File: config.mk
export PLATFORM = sky130hd
export DESIGN_NAME = uart_receiver
export DESIGN_NICKNAME = d
export VERILOG_FILES = /design/src/rtl/uart_pkg.sv /design/src/rtl/sync_ff.sv /design/src/rtl/uart_receiver.sv
export SDC_FILE = /design/constraint.sdc
export NUM_CORES = 1
export LEC_CHECK = 0
export ABC_AREA = 0
export CAP_MARGIN = 20
export CORE_AREA = 2 2 61 63
export DETAILED_ROUTE_END_ITERATION = 16
export DIE_AREA = 0 0 63 65
export DONT_BUFFER_PORTS = 1
export PLACE_DENSITY = 0.74
export SKIP_LAST_GASP = 1
export SLEW_MARGIN = 40
export SYNTH_ARGS = -nofsm -noshare
export SYNTH_HDL_FRONTEND = slang
export SYNTH_SLANG_ARGS = --single-unit
File: constraint.sdc
create_clock -name clk_i -period 2.85 [get_ports clk_i]
set_input_delay 0.4275 -clock clk_i [delete_from_list [all_inputs] [get_ports clk_i]]
set_output_delay 0.4275 -clock clk_i [all_outputs]
set_load 0.03 [all_outputs]
File: src/rtl/uart_pkg.sv
// rtl/uart_pkg.sv - shared UART types, oversampling constants and decode helpers
package uart_pkg;
  localparam int OVERSAMPLE = 16;
  localparam int MID_SAMPLE = 7;

  typedef enum logic [1:0] {
    NONE = 2'b00,
    EVEN = 2'b01,
    ODD  = 2'b10
  } parity_mode_t;

  typedef enum logic [1:0] {
    BITS_5 = 2'b00,
    BITS_6 = 2'b01,
    BITS_7 = 2'b10,
    BITS_8 = 2'b11
  } data_bits_t;

  typedef enum logic [2:0] {
    IDLE,
    START,
    DATA,
    PARITY,
    STOP,
    DELIVER
  } rx_state_t;

  // Code 11 is a second spelling of "no parity".
  function automatic parity_mode_t decode_parity(input logic [1:0] mode);
    case (mode)
      2'b01:   return EVEN;
      2'b10:   return ODD;
      default: return NONE;
    endcase
  endfunction

  function automatic logic [2:0] last_bit_idx(input data_bits_t bits);
    return 3'd4 + {1'b0, bits};
  endfunction
endpackage

File: src/rtl/sync_ff.sv
// rtl/sync_ff.sv - multi-stage synchroniser for asynchronous idle-high lines
module sync_ff #(
  parameter int SYNC_STAGES = 2
) (
  input  logic clk_i,
  input  logic rst_n_i,
  input  logic d_i,
  output logic q_o
);
  logic [SYNC_STAGES-1:0] r_sync;

  // Resetting to 1 keeps an idle-high line from looking like a start bit.
  always_ff @(posedge clk_i or negedge rst_n_i) begin
    if (!rst_n_i) begin
      r_sync <= '1;
    end else begin
      r_sync <= {r_sync[SYNC_STAGES-2:0], d_i};
    end
  end

  assign q_o = r_sync[SYNC_STAGES-1];
endmodule

File: src/rtl/uart_receiver.sv
// rtl/uart_receiver.sv - 16x oversampling UART receive engine with valid/ack output
module uart_receiver
  import uart_pkg::*;
#(
  parameter int DATA_MAX    = 8,
  parameter int SYNC_STAGES = 2
) (
  input  logic                clk_i,
  input  logic                rst_n_i,
  input  logic                ov_baud_rt_i,
  input  logic                rx_i,
  input  logic [1:0]          data_bits_i,
  input  logic [1:0]          parity_mode_i,
  input  logic                stop_bits_i,
  input  logic                rx_ack_i,
  output logic [DATA_MAX-1:0] rx_data_o,
  output logic                rx_valid_o,
  output logic                parity_err_o,
  output logic                frame_err_o,
  output logic                overrun_o,
  output logic                busy_o
);
  localparam logic [3:0] MID_TICK  = 4'(MID_SAMPLE);
  localparam logic [3:0] LAST_TICK = 4'(OVERSAMPLE - 1);

  logic                w_rx;
  rx_state_t           r_state;
  rx_state_t           w_next_state;
  logic [3:0]          r_tick_cnt;
  logic [2:0]          r_bit_cnt;
  logic [DATA_MAX-1:0] r_shift;
  logic                r_par_acc;
  logic                r_par_err;
  logic                r_frame_err;
  logic                r_stop_cnt;
  data_bits_t          r_data_bits;
  parity_mode_t        r_parity;
  logic                r_stop2;

  logic [DATA_MAX-1:0] r_rx_data;
  logic                r_rx_valid;
  logic                r_parity_err;
  logic                r_frame_err_out;
  logic                r_overrun;

  logic w_mid_tick;
  logic w_bit_tick;
  logic w_busy;
  logic w_enter_start;
  logic w_sample_data;
  logic w_sample_par;
  logic w_sample_stop;
  logic w_deliver;

  sync_ff #(.SYNC_STAGES(SYNC_STAGES)) u_rx_sync (
    .clk_i   (clk_i),
    .rst_n_i (rst_n_i),
    .d_i     (rx_i),
    .q_o     (w_rx)
  );

  assign w_mid_tick = ov_baud_rt_i && (r_tick_cnt == MID_TICK);
  assign w_bit_tick = ov_baud_rt_i && (r_tick_cnt == LAST_TICK);

  always_ff @(posedge clk_i or negedge rst_n_i) begin
    if (!rst_n_i) begin
      r_state <= IDLE;
    end else begin
      r_state <= w_next_state;
    end
  end

  always_comb begin
    w_next_state = r_state;
    case (r_state)
      IDLE:    if (!w_rx) w_next_state = START;
      START:   if (w_mid_tick) w_next_state = w_rx ? IDLE : DATA;
      DATA:    if (w_bit_tick && (r_bit_cnt == last_bit_idx(r_data_bits)))
                 w_next_state = (r_parity != NONE) ? PARITY : STOP;
      PARITY:  if (w_bit_tick) w_next_state = STOP;
      STOP:    if (w_bit_tick && (r_stop_cnt || !r_stop2)) w_next_state = DELIVER;
      DELIVER: w_next_state = IDLE;
      default: w_next_state = IDLE;
    endcase
  end

  always_comb begin
    w_busy        = (r_state != IDLE);
    w_enter_start = (r_state == IDLE) && !w_rx;
    w_sample_data = (r_state == DATA) && w_bit_tick;
    w_sample_par  = (r_state == PARITY) && w_bit_tick;
    w_sample_stop = (r_state == STOP) && w_bit_tick;
    w_deliver     = (r_state == DELIVER);
  end

  // Frame datapath; configuration is frozen at START so mid-frame changes wait a frame.
  always_ff @(posedge clk_i or negedge rst_n_i) begin
    if (!rst_n_i) begin
      r_tick_cnt  <= '0;
      r_bit_cnt   <= '0;
      r_shift     <= '0;
      r_par_acc   <= 1'b0;
      r_par_err   <= 1'b0;
      r_frame_err <= 1'b0;
      r_stop_cnt  <= 1'b0;
      r_data_bits <= BITS_8;
      r_parity    <= NONE;
      r_stop2     <= 1'b0;
    end else begin
      if (w_next_state != r_state) begin
        r_tick_cnt <= '0;
      end else if (ov_baud_rt_i) begin
        r_tick_cnt <= r_tick_cnt + 4'd1;
      end
      if (w_enter_start) begin
        r_data_bits <= data_bits_t'(data_bits_i);
        r_parity    <= decode_parity(parity_mode_i);
        r_stop2     <= stop_bits_i;
        r_shift     <= '0;
        r_bit_cnt   <= '0;
        r_par_acc   <= 1'b0;
        r_par_err   <= 1'b0;
        r_frame_err <= 1'b0;
        r_stop_cnt  <= 1'b0;
      end
      if (w_sample_data) begin
        r_shift[r_bit_cnt] <= w_rx;
        r_par_acc          <= r_par_acc ^ w_rx;
        r_bit_cnt          <= r_bit_cnt + 3'd1;
      end
      if (w_sample_par) begin
        r_par_err <= (r_parity == ODD) ? ~(r_par_acc ^ w_rx) : (r_par_acc ^ w_rx);
      end
      if (w_sample_stop) begin
        if (!w_rx) r_frame_err <= 1'b1;
        r_stop_cnt <= 1'b1;
      end
    end
  end

  // A delivery in the same cycle as an ack wins and does not count as an overrun.
  always_ff @(posedge clk_i or negedge rst_n_i) begin
    if (!rst_n_i) begin
      r_rx_data       <= '0;
      r_rx_valid      <= 1'b0;
      r_parity_err    <= 1'b0;
      r_frame_err_out <= 1'b0;
      r_overrun       <= 1'b0;
    end else if (w_deliver) begin
      r_rx_data       <= r_shift;
      r_parity_err    <= r_par_err;
      r_frame_err_out <= r_frame_err;
      r_overrun       <= r_rx_valid && !rx_ack_i;
      r_rx_valid      <= 1'b1;
    end else if (rx_ack_i && r_rx_valid) begin
      r_rx_valid      <= 1'b0;
      r_parity_err    <= 1'b0;
      r_frame_err_out <= 1'b0;
      r_overrun       <= 1'b0;
    end
  end

  assign rx_data_o    = r_rx_data;
  assign rx_valid_o   = r_rx_valid;
  assign parity_err_o = r_parity_err;
  assign frame_err_o  = r_frame_err_out;
  assign overrun_o    = r_overrun;
  assign busy_o       = w_busy;
endmodule

==> metrics.md <==
| Metric | Value |
|---|---|
| Internal power | about 980 uW |
| Cell Rows | 22 |
| Post-layout power | between 1 and 1.5 mW |
| Critical path buffers and inverters | 1 |
| WS Path Type | reg -> reg |
| CP max FO | 13 |
| Hold path startpoint | rx_i |
| Slew of the pin with the lowest slew margin | 0.6046 ns |
| Final setup violation count | 0 |
| Root Buffer | clkbuf_4 |
| Net count reported at finish | ~200 |
| Worst EP arrival | between 2 and 2.5 ns |
| CP max stage delay | between 0.6 and 0.7 ns |
| Tcrit/Tclk final | 0.7477 |
| CTS hold repair buffers | 2 |
| Max-Cap Viols | 0 |
| Postcts setup bufs | 0 |
| Final Core Density | 0.6042 |
| Die footprint | between 0.004 and 0.005 mm2 |
| Share of layout cells above drive strength 1 | 0.1719 |
| Seq/Total Area, Yosys | 0.5147 |
| RSZ-0062 raised after global routing | false |
| Hold Path Stages | 0 |
| Synth Flop Type | dfrtp_1 |
| Largest net degree at the start of global routing | 42 |
| P_sw | 507.4 uW |
| 1st-iter DRT viols | 66 |
| Total routed wirelength | around 3700 um |
| VDD IR max | ~340 uV |
| Max Buffers Root-to-Sink | 2 |
| Synth Register Bits | 41 |
| Critical path capture point type | flop |
| Clock transition at the registers of the reported paths | between 0.1 and 0.15 ns |
| Initial Util | 0.5730 |
| Area delta synth->final | 5.434% |
| H-tree levels | 2 |
| Final WS setup | about 0.72 ns |
| # fillers | around 300 |
| Hold WC Path Type | in -> reg |
| First-pass GRT wire length | ~6300 um |
| R2R Setup Slk | 0.72 ns |
| Seq pwr share | 0.544 |
| Io pins | 23 |
| Synth Warn # | 0 |
| Max frequency | 469.3 MHz |
| Die X | approximately 63 um |
| Clock sinks | roughly 40 |
| Die H | 65 um |
| Crit Reg-Reg Startpoint | r_state[0] |
| Logic pwr share | 0.246 |
| Num CTS Buffers | 5 |
| Diodes inserted | 0 |
| Initial antenna violation count | 0 |
| Synthesized Nets | between 200 and 250 |
| Dpl ws | between 0.7 and 0.8 ns |
| Syn avg cell area | around 10 um2 |
| Worst-path cell chain | inv_1, o41ai_2, a2111oi_0, mux2_2 |
| Final TNS setup | 0 ns |
| Cells after synthesis | 191 |
| Gr ovfl total | 0 |
| Commonest non-fill, non-tap cell in the layout | dfrtp_1 |
| Fin. Hold Viols | 0 |
| TritonCTS clock tree | done |
| Worst-case hold path end point | u_rx_sync.r_sync[0] |
| Hpwl dp | between 2000 and 3000 um |
| PortBufs | 0 |
| Async SR Flop Fraction | 1.000 |
| Status | complete, no violations |
| Cts repair resizes | 0 |
| Sw Ratio | 0.3423 |
| Post-synth cell types | 47 |
| CP max-delay cell | o41ai_2 |
| DRT antenna net count | 0 |
| Clk_skew | around 0.015 ns |
| Vias in the first global route | about 1400 |
| Post-Place Cell Area | slightly above 0.002 mm2 |
| Leakage | 0.9718 nW |
| Commonest non-fill, non-tap cells in the layout | dfrtp_1 (37), nand2_1 (26), a21oi_1 (12) |
| DRC Markers | 0 |
| Min Clock Period, post-route | around 2.1 ns |
| Wire per inst | between 15 and 20 um |
| Slew Limit Fails | 0 |
| Via density | a little under 6 |
| Worst skew pair latency | about 0.36 ns |
| R2r endpoint | r_tick_cnt[3] |
| WP data required | slightly above 3 ns |
| Design Area, Final | approximately 0.0021 mm2 |
| First-pass DRT Iterations | 4 |
| Core Box Area | about 0.0035 mm2 |
| Startpoint types | flop |
| Global-route usage over all layers | 0.2026 |
| Pwr/cell area | between 700 and 800 mW/mm2 |
| Max_slew headroom | 0.5925 |
| CP delay by family, top | compound AO/OA/AOI/OAI gates |
| Post-Syn Area | 0.002003 mm2 |
| Via count | around 1400 |
| EDFF count, synth | 0 |
| Reg2Reg Depth | 4 |
| Routability Congestion | roughly 0.9 |
| Clk pwr share | 0.211 |
==> registers in the layout, indices dropped and copies added (netlist names) <==
| register | cells |
|---|---|
| r_shift | 8 |
| rx_data_o | 8 |
| r_tick_cnt | 4 |
| r_bit_cnt | 3 |
| r_state | 3 |
| r_data_bits | 2 |
| r_parity | 2 |
| u_rx_sync.r_sync | 2 |
| frame_err_o | 1 |
| overrun_o | 1 |
| parity_err_o | 1 |
| r_frame_err | 1 |
| r_par_acc | 1 |
| r_par_err | 1 |
| r_stop2 | 1 |
| r_stop_cnt | 1 |
| rx_valid_o | 1 |
==> per-layer routing <==
layer  wire length, um  vias to the layer above  track usage
li1                  -                      683            -
met1              1687                      698       0.2434
met2              1762                       43       0.3205
met3               198                        5      0.06771
met4                58                        0       0.1139
met5                 0                        -            0
==> logic make-up (layout without fill, tap and decap cells) <==
kind of cell	after synthesis	after routing	share of synthesized area
buffers and inverters	17	18	0.03810
AO/OA/AOI/OAI	48	48	0.1712
multiplexers	12	12	0.06683
flip-flops	41	41	0.5147
adder cells (fa/ha/maj)	2	2	0.01249
AND/OR/NAND/NOR	63	63	0.1618
XOR/XNOR	8	8	0.03498
==> metrics by stage <==
stage,std cells,hold slack (ns)
after floorplan,191,0.1319
after global placement,230,0.1328
after detailed placement,230,0.1327
after CTS,240,0.05150
after global routing,240,0.03888
final,240,0.06305
==> area by class of cell <==
class                   count  area [um2]  share of cell area
flip-flops and latches     41        1031              0.4882
repair buffers              2       30.03             0.01422
clock buffers               6       51.30             0.02429
multi-input cells         133       895.9              0.4242
well taps                  48       60.06             0.02844
clock inverters             2       13.76            0.006517
inverters                   8       30.03             0.01422
==> worst register-to-register path, stage by stage (launching register included) <==
cell and delay, ns:
dfrtp_1 0.64, inv_1 0.27, o41ai_2 0.68, a2111oi_0 0.16, mux2_2 0.29
==> synth_stat cells (all sizes together) (5+ instances only) <==
cell type | n | area share
dfrtp | 37 | 0.46
inv | 7 | 0.013
mux2 | 11 | 0.062
o21ai | 11 | 0.027
a21oi | 12 | 0.030
xnor2 | 5 | 0.022
nand3 | 9 | 0.022
buf | 7 | 0.019
nor2 | 7 | 0.013
nand2 | 27 | 0.052
==> power by group through the flow <==
stage	registers [mW]	logic (mW)	clock network, mW
after floorplan	0.773	0.320	0
after global placement	0.809	0.333	0
after detailed placement	0.816	0.348	0
after CTS	0.804	0.366	0.320
after global routing	0.822	0.416	0.343
final	0.806	0.364	0.312
==> worst max-delay path by stage <==
stage                         from       endpoint  slack, ns  depth (start not counted)
4_1_cts                 r_state[0]  r_tick_cnt[3]       0.73                          4
3_5_place_dp            r_state[0]  r_tick_cnt[3]       0.75                          4
3_3_place_gp            r_state[0]  r_tick_cnt[0]       0.93                          4
2_1_floorplan  u_rx_sync.r_sync[1]  r_tick_cnt[0]       1.14                          6
6_report                r_state[0]  r_tick_cnt[3]       0.72                          4
5_1_grt                 r_state[0]  r_tick_cnt[0]       0.56                          4
Power figures use the tool's default switching activity.
